## src/rtl/id_ex_stage_reg_pkg.sv

```systemverilog
// id_ex_stage_reg_pkg: shared widths, FSM encoding and ID/EX field bundle
package id_ex_stage_reg_pkg;
    localparam int REG_W   = 3;
    localparam int DATA_W  = 16;
    localparam int ALUOP_W = 5;
    localparam int CNT_W   = 16;
    typedef enum logic [1:0] {RUN = 2'd0, LU_STALL = 2'd1, HALT = 2'd2} state_t;
    typedef struct packed {
        logic               valid;
        logic               write_reg;
        logic               mem_read;
        logic               mem_write;
        logic               halt;
        logic [REG_W-1:0]   rs;
        logic [REG_W-1:0]   rt;
        logic [REG_W-1:0]   rd;
        logic               rs_valid;
        logic               rt_valid;
        logic               rd_valid;
        logic [ALUOP_W-1:0] alu_op;
        logic [DATA_W-1:0]  read_data1;
        logic [DATA_W-1:0]  read_data2;
        logic [DATA_W-1:0]  imm;
        logic [DATA_W-1:0]  pc_inc;
    } id_ex_t;
    localparam id_ex_t BUBBLE = '0;
endpackage

```

## src/rtl/id_ex_stage_reg_load_use_detect.sv

```systemverilog
// load_use_detect: flags an ID instruction reading the register a load in ID/EX is about to write
module load_use_detect
    import id_ex_stage_reg_pkg::*;
(
    input  logic             ex_valid,
    input  logic             ex_mem_read,
    input  logic             ex_write_reg,
    input  logic             ex_rd_valid,
    input  logic [REG_W-1:0] ex_rd,
    input  logic             id_valid,
    input  logic             rs_valid,
    input  logic [REG_W-1:0] rs,
    input  logic             rt_valid,
    input  logic [REG_W-1:0] rt,
    output logic             hazard
);
    assign hazard = ex_valid & ex_mem_read & ex_write_reg & ex_rd_valid & id_valid &
                    ((rs_valid & (rs == ex_rd)) | (rt_valid & (rt == ex_rd)));
endmodule

```

## src/rtl/id_ex_stage_reg.sv

```systemverilog
// id_ex_stage_reg: ID/EX pipeline register with load-use stall, flush bubbles and halt
module id_ex_stage_reg
    import id_ex_stage_reg_pkg::*;
(
    input  logic               clk,
    input  logic               rst,
    input  logic               Valid_id,
    input  logic               WriteReg_id,
    input  logic               MemRead_id,
    input  logic               MemWrite_id,
    input  logic               Halt_id,
    input  logic [REG_W-1:0]   Rs_id,
    input  logic [REG_W-1:0]   Rt_id,
    input  logic [REG_W-1:0]   Rd_id,
    input  logic               Rs_valid_id,
    input  logic               Rt_valid_id,
    input  logic               Rd_valid_id,
    input  logic [ALUOP_W-1:0] ALUOp_id,
    input  logic [DATA_W-1:0]  ReadData1_id,
    input  logic [DATA_W-1:0]  ReadData2_id,
    input  logic [DATA_W-1:0]  Imm_id,
    input  logic [DATA_W-1:0]  PCInc_id,
    input  logic               flush,
    input  logic               stall_ext,
    output logic               Valid_id_ex,
    output logic               WriteReg_id_ex,
    output logic               MemRead_id_ex,
    output logic               MemWrite_id_ex,
    output logic               Halt_id_ex,
    output logic [REG_W-1:0]   Rs_id_ex,
    output logic [REG_W-1:0]   Rt_id_ex,
    output logic [REG_W-1:0]   Rd_id_ex,
    output logic               Rs_valid_id_ex,
    output logic               Rt_valid_id_ex,
    output logic               Rd_valid_id_ex,
    output logic [ALUOP_W-1:0] ALUOp_id_ex,
    output logic [DATA_W-1:0]  ReadData1_id_ex,
    output logic [DATA_W-1:0]  ReadData2_id_ex,
    output logic [DATA_W-1:0]  Imm_id_ex,
    output logic [DATA_W-1:0]  PCInc_id_ex,
    output logic               stall_if_id,
    output logic               halted,
    output logic [CNT_W-1:0]   bubble_cnt
);
    state_t state;
    id_ex_t d, q;
    logic   hazard, lu;
    assign d = {Valid_id, WriteReg_id, MemRead_id, MemWrite_id, Halt_id, Rs_id, Rt_id, Rd_id,
                Rs_valid_id, Rt_valid_id, Rd_valid_id, ALUOp_id, ReadData1_id, ReadData2_id,
                Imm_id, PCInc_id};
    assign {Valid_id_ex, WriteReg_id_ex, MemRead_id_ex, MemWrite_id_ex, Halt_id_ex, Rs_id_ex,
            Rt_id_ex, Rd_id_ex, Rs_valid_id_ex, Rt_valid_id_ex, Rd_valid_id_ex, ALUOp_id_ex,
            ReadData1_id_ex, ReadData2_id_ex, Imm_id_ex, PCInc_id_ex} = q;
    load_use_detect u_lu (
        .ex_valid    (q.valid),
        .ex_mem_read (q.mem_read),
        .ex_write_reg(q.write_reg),
        .ex_rd_valid (q.rd_valid),
        .ex_rd       (q.rd),
        .id_valid    (Valid_id),
        .rs_valid    (Rs_valid_id),
        .rs          (Rs_id),
        .rt_valid    (Rt_valid_id),
        .rt          (Rt_id),
        .hazard      (hazard)
    );
    // the stalled instruction is re-presented in LU_STALL, so the hazard only counts in RUN
    assign lu          = hazard & (state == RUN);
    assign stall_if_id = lu | stall_ext | (state == HALT);
    assign halted      = (state == HALT);
    // pipeline register and FSM: reset > halt hold > external stall > bubble > load
    always_ff @(posedge clk) begin
        if (!rst) begin
            state      <= RUN;
            q          <= BUBBLE;
            bubble_cnt <= '0;
        end else if (state == HALT || stall_ext) begin
            state <= state;
        end else if (flush || lu) begin
            q          <= BUBBLE;
            bubble_cnt <= (bubble_cnt == '1) ? bubble_cnt : bubble_cnt + 1'b1;
            state      <= flush ? RUN : LU_STALL;
        end else begin
            q     <= d;
            state <= (Valid_id && Halt_id) ? HALT : RUN;
        end
    end
endmodule

```

## config.mk

```make
export PLATFORM = sky130hd
export DESIGN_NAME = id_ex_stage_reg
export DESIGN_NICKNAME = d
export VERILOG_FILES = /design/src/rtl/id_ex_stage_reg_pkg.sv /design/src/rtl/id_ex_stage_reg_load_use_detect.sv /design/src/rtl/id_ex_stage_reg.sv
export SDC_FILE = /design/constraint.sdc
export NUM_CORES = 1
export LEC_CHECK = 0
export BUFFER_PORTS_ARGS = -buffer_cell sky130_fd_sc_hd__buf_2
export CAP_MARGIN = 20
export CORE_ASPECT_RATIO = 0.9
export CORE_UTILIZATION = 43
export DETAILED_ROUTE_END_ITERATION = 6
export GPL_TIMING_DRIVEN = 0
export PLACE_DENSITY = 0.75
export SETUP_SLACK_MARGIN = 0.15
export SLEW_MARGIN = 25
export SYNTH_ARGS = -nofsm -noshare
export SYNTH_HDL_FRONTEND = slang
export SYNTH_SLANG_ARGS = --single-unit
```

## constraint.sdc

```tcl
create_clock -name clk -period 2.73 [get_ports clk]
set_input_delay 0.546 -clock clk [delete_from_list [all_inputs] [get_ports clk]]
set_output_delay 0.546 -clock clk [all_outputs]
set_load 0.1 [all_outputs]
```

==> flow_metrics.py <==
metrics = {
    "cts": {
        "hold_buffers": 0,
        "numCtsBuffers": 9,
        "clk_latency_ns": 0.37,
        "htreeDepth": 3,
        "clockBufferDepth": 2,
        "clk_pin_slew_ns": 0.11,
        "cts-root-buf": "clkbuf_8",
        "cts_setup_buffers": 0,
        "cts.sinks": 104,
        "cts_tree": "done",
        "ctsResizeCount": 0,
    },
    "floorplanning": {
        "coreArea_mm2": 0.00803,
        "num_rows": 31,
        "fp.dieArea_mm2": 0.00860,
        "dieWidth_um": 97.6,
        "die_h_um": 88.1,
        "initial_core_util_pct": 44.1,
        "ios": 194,
    },
    "logic_synthesis": {
        "syn_area_mm2": 0.00354,
        "synthTopCellsByCount": "dfxtp_1, a22o_1, clkbuf_1",
        "yosys_register_bits": 104,
        "ys_async_sr_fraction_pct": 0,
        "synth_most_common_cell": "dfxtp_1",
        "synth_edf_count": 0,
        "synth.distinct_cells": 36,
        "yosys_warnings": 0,
        "synth_area_leaders": "dfxtp_1, a22o_1, or4_1",
        "seq_area_frac_synth_pct": 58.8,
        "synthCells": 305,
        "syn_area_per_cell_um2": 11.6,
        "synth_top_area_share_pct": 58.8,
        "yosysTopAreaCell": "dfxtp_1",
        "synth_nets": 396,
        "synth_ff_type": "dfxtp_1",
    },
    "timing": {
        "fin_crit_ns": 2.45,
        "tns_ns": 0,
        "whs_ns": 0.382,
        "relSlewSlack_pct": 65.0,
        "worstMarginPinSlew_ns": 0.529,
        "drv_slew": 0,
        "timing.fmax_ghz": 0.408,
        "finalSetupViolCount": 0,
        "layout_setup_ws_ns": 0.279,
        "fin_skew_ns": 0.0151,
        "report.final.hold_viol_count": 0,
        "rsz0062_at_grt": "false",
        "fin_crit_sh_pct": 89.8,
    },
    "grt": {
        "grt_use_total_pct": 21.5,
        "antenna_found_initial": 0,
        "grt_pass1_wl_um": 14600,
        "grt_max_degree": 21,
        "grt_pass1_vias": 2980,
        "gr-total-overflow": 0,
    },
    "worst_setup_path": {
        "criticalPathCategory": "reg2out",
        "startpoint": "state[0]",
        "crit_slowest_cell": "or4_4",
        "rr_worst_depth": 6,
        "arrival_ns": 1.91,
        "crit_chain": "or4_4 -> a21oi_4 -> nand2b_4 -> clkbuf_4",
        "required_ns": 2.18,
        "critPathMaxStageDelay_ns": 0.53,
        "end_kind": "primary output",
        "critPathMaxFanout": 4,
        "cp-start-kind": "flip-flop",
        "r2r_start": "state[1]",
    },
    "route": {
        "ant_nets": 0,
        "wl_um": 9450,
        "drtIter0Drc": 134,
        "via_per_inst": 5.28,
        "vias": 3239,
        "firstDrtPassIters": 7,
        "drcViolationCount": 13,
        "wire_per_inst_um": 15.4,
    },
    "layout": {
        "nNetsFinal": 600,
        "stdcell_area_mm2": 0.00486,
        "diodes": 0,
        "synthToLayoutAreaGrowth_pct": 37.4,
        "fill_cells": 739,
        "layout-drive-gt1-share_pct": 45.3,
    },
    "outcome": {
        "violations": "design-rule violations",
        "status": "complete, but fails checks",
    },
    "placement": {
        "place.gp.congestion": 0.832,
        "pre_cts_slack_ns": 0.227,
        "port_buffers": 193,
        "postPlaceCellArea_mm2": 0.00465,
        "dp_hpwl_um": 7230,
    },
    "hold_path": {
        "hold_path_class": "in2reg",
        "hp-start": "Imm_id[1]",
        "hold_depth": 2,
    },
    "flow_run": {
        "max_cap_violations": 0,
    },
    "pwr": {
        "leakagePower_nw": 2.32,
        "pwr_density_cell_mw_per_mm2": 662,
        "vdd_drop_max_mv": 0.410,
    },
}
[critical path, delay by kind of cell, from the launching register on]
kind,cells,cell delay [ns]
compound gates,1,0.17
simple gates,2,0.69
buf+inv,1,0.33
flops,1,0.35
[state kept, by name, summed over array words and instances (netlist names)]
| signal | count |
|---|---|
| Imm_id_ex | 16 |
| PCInc_id_ex | 16 |
| ReadData1_id_ex | 16 |
| ReadData2_id_ex | 16 |
| bubble_cnt | 16 |
| ALUOp_id_ex | 5 |
| Rd_id_ex | 3 |
| Rs_id_ex | 3 |
| Rt_id_ex | 3 |
| state | 2 |
| Halt_id_ex | 1 |
| MemRead_id_ex | 1 |
| MemWrite_id_ex | 1 |
| Rd_valid_id_ex | 1 |
| Rs_valid_id_ex | 1 |
| Rt_valid_id_ex | 1 |
| Valid_id_ex | 1 |
| WriteReg_id_ex | 1 |
[per-layer routing]
metal / track usage [%] / share of wire [%] / up-vias
met2: 36.5 / 49 / 123
met1: 26.3 / 43 / 1522
met5: 0 / 0 / -
li1: - / - / 1583
met4: 7.58 / 1.3 / 0
met3: 6.54 / 6.6 / 11
[cell type report]
cell class	count	area [um2]	share of cell area, %
inverter	3	11.3	0.232
clock inverter	6	70.1	1.44
clock buffer	10	138	2.83
multi-input combinational	176	1350	27.8
buffer	22	104	2.14
tap	99	124	2.55
sequential	104	2100	43.1
timing repair buffer	193	968	19.9
[power breakdown]
group	internal [mW]	total [mW]	switching (mW)
Combinational	0.140	0.654	0.514
Sequential	1.57	1.60	0.0316
Clock	0.389	0.962	0.573
Total	2.10	3.22	1.12
[cells by family after synthesis]
| group | count (synthesis) | share of synthesized area, % |
|---|---|---|
| AOI/OAI and AO/OA | 114 | 26.9 |
| xor gates and xnor gates | 8 | 1.98 |
| adders and majority gates | 1 | 0.354 |
| buffers and inverters | 25 | 3.25 |
| DFF | 104 | 58.8 |
| muxes | 2 | 0.566 |
| and+or+nand+nor | 51 | 8.10 |
[through the flow]
step           instances  utilization, %  total power [mW]
4_1_cts              613            60.5              3.25
5_1_grt              613            60.6              3.35
3_3_place_gp         597            57.9              2.28
2_1_floorplan        305               -              2.14
3_5_place_dp         597            57.9              2.29
6_report             613            60.6              3.22
[cell usage in the layout, fill, tap and decap left out, types with 2 or more instances in the layout]
master      n
xnor2_1     6
nand3_1     7
buf_2     194
inv_6       3
xor2_1      2
buf_4       3
nor2_1      9
o21a_1      3
a21oi_1     9
clkinv_8    2
mux2i_1     2
nand2_1     7
dfxtp_2    11
nor4_1      3
clkbuf_8   10
nand4_1     6
o31ai_1     8
clkbuf_1   16
inv_1       2
or4_1       9
nor3_1      3
dfxtp_1    93
a22o_1     86
[worst paths after layout]
kind | to | slack (ns)
max | stall_if_id | 0.28
min | Imm_id_ex[1] | 0.38
max reg2reg | Imm_id_ex[13] | 0.63
min reg2reg | ReadData2_id_ex[2] | 0.48
Power figures use the tool's default switching activity.
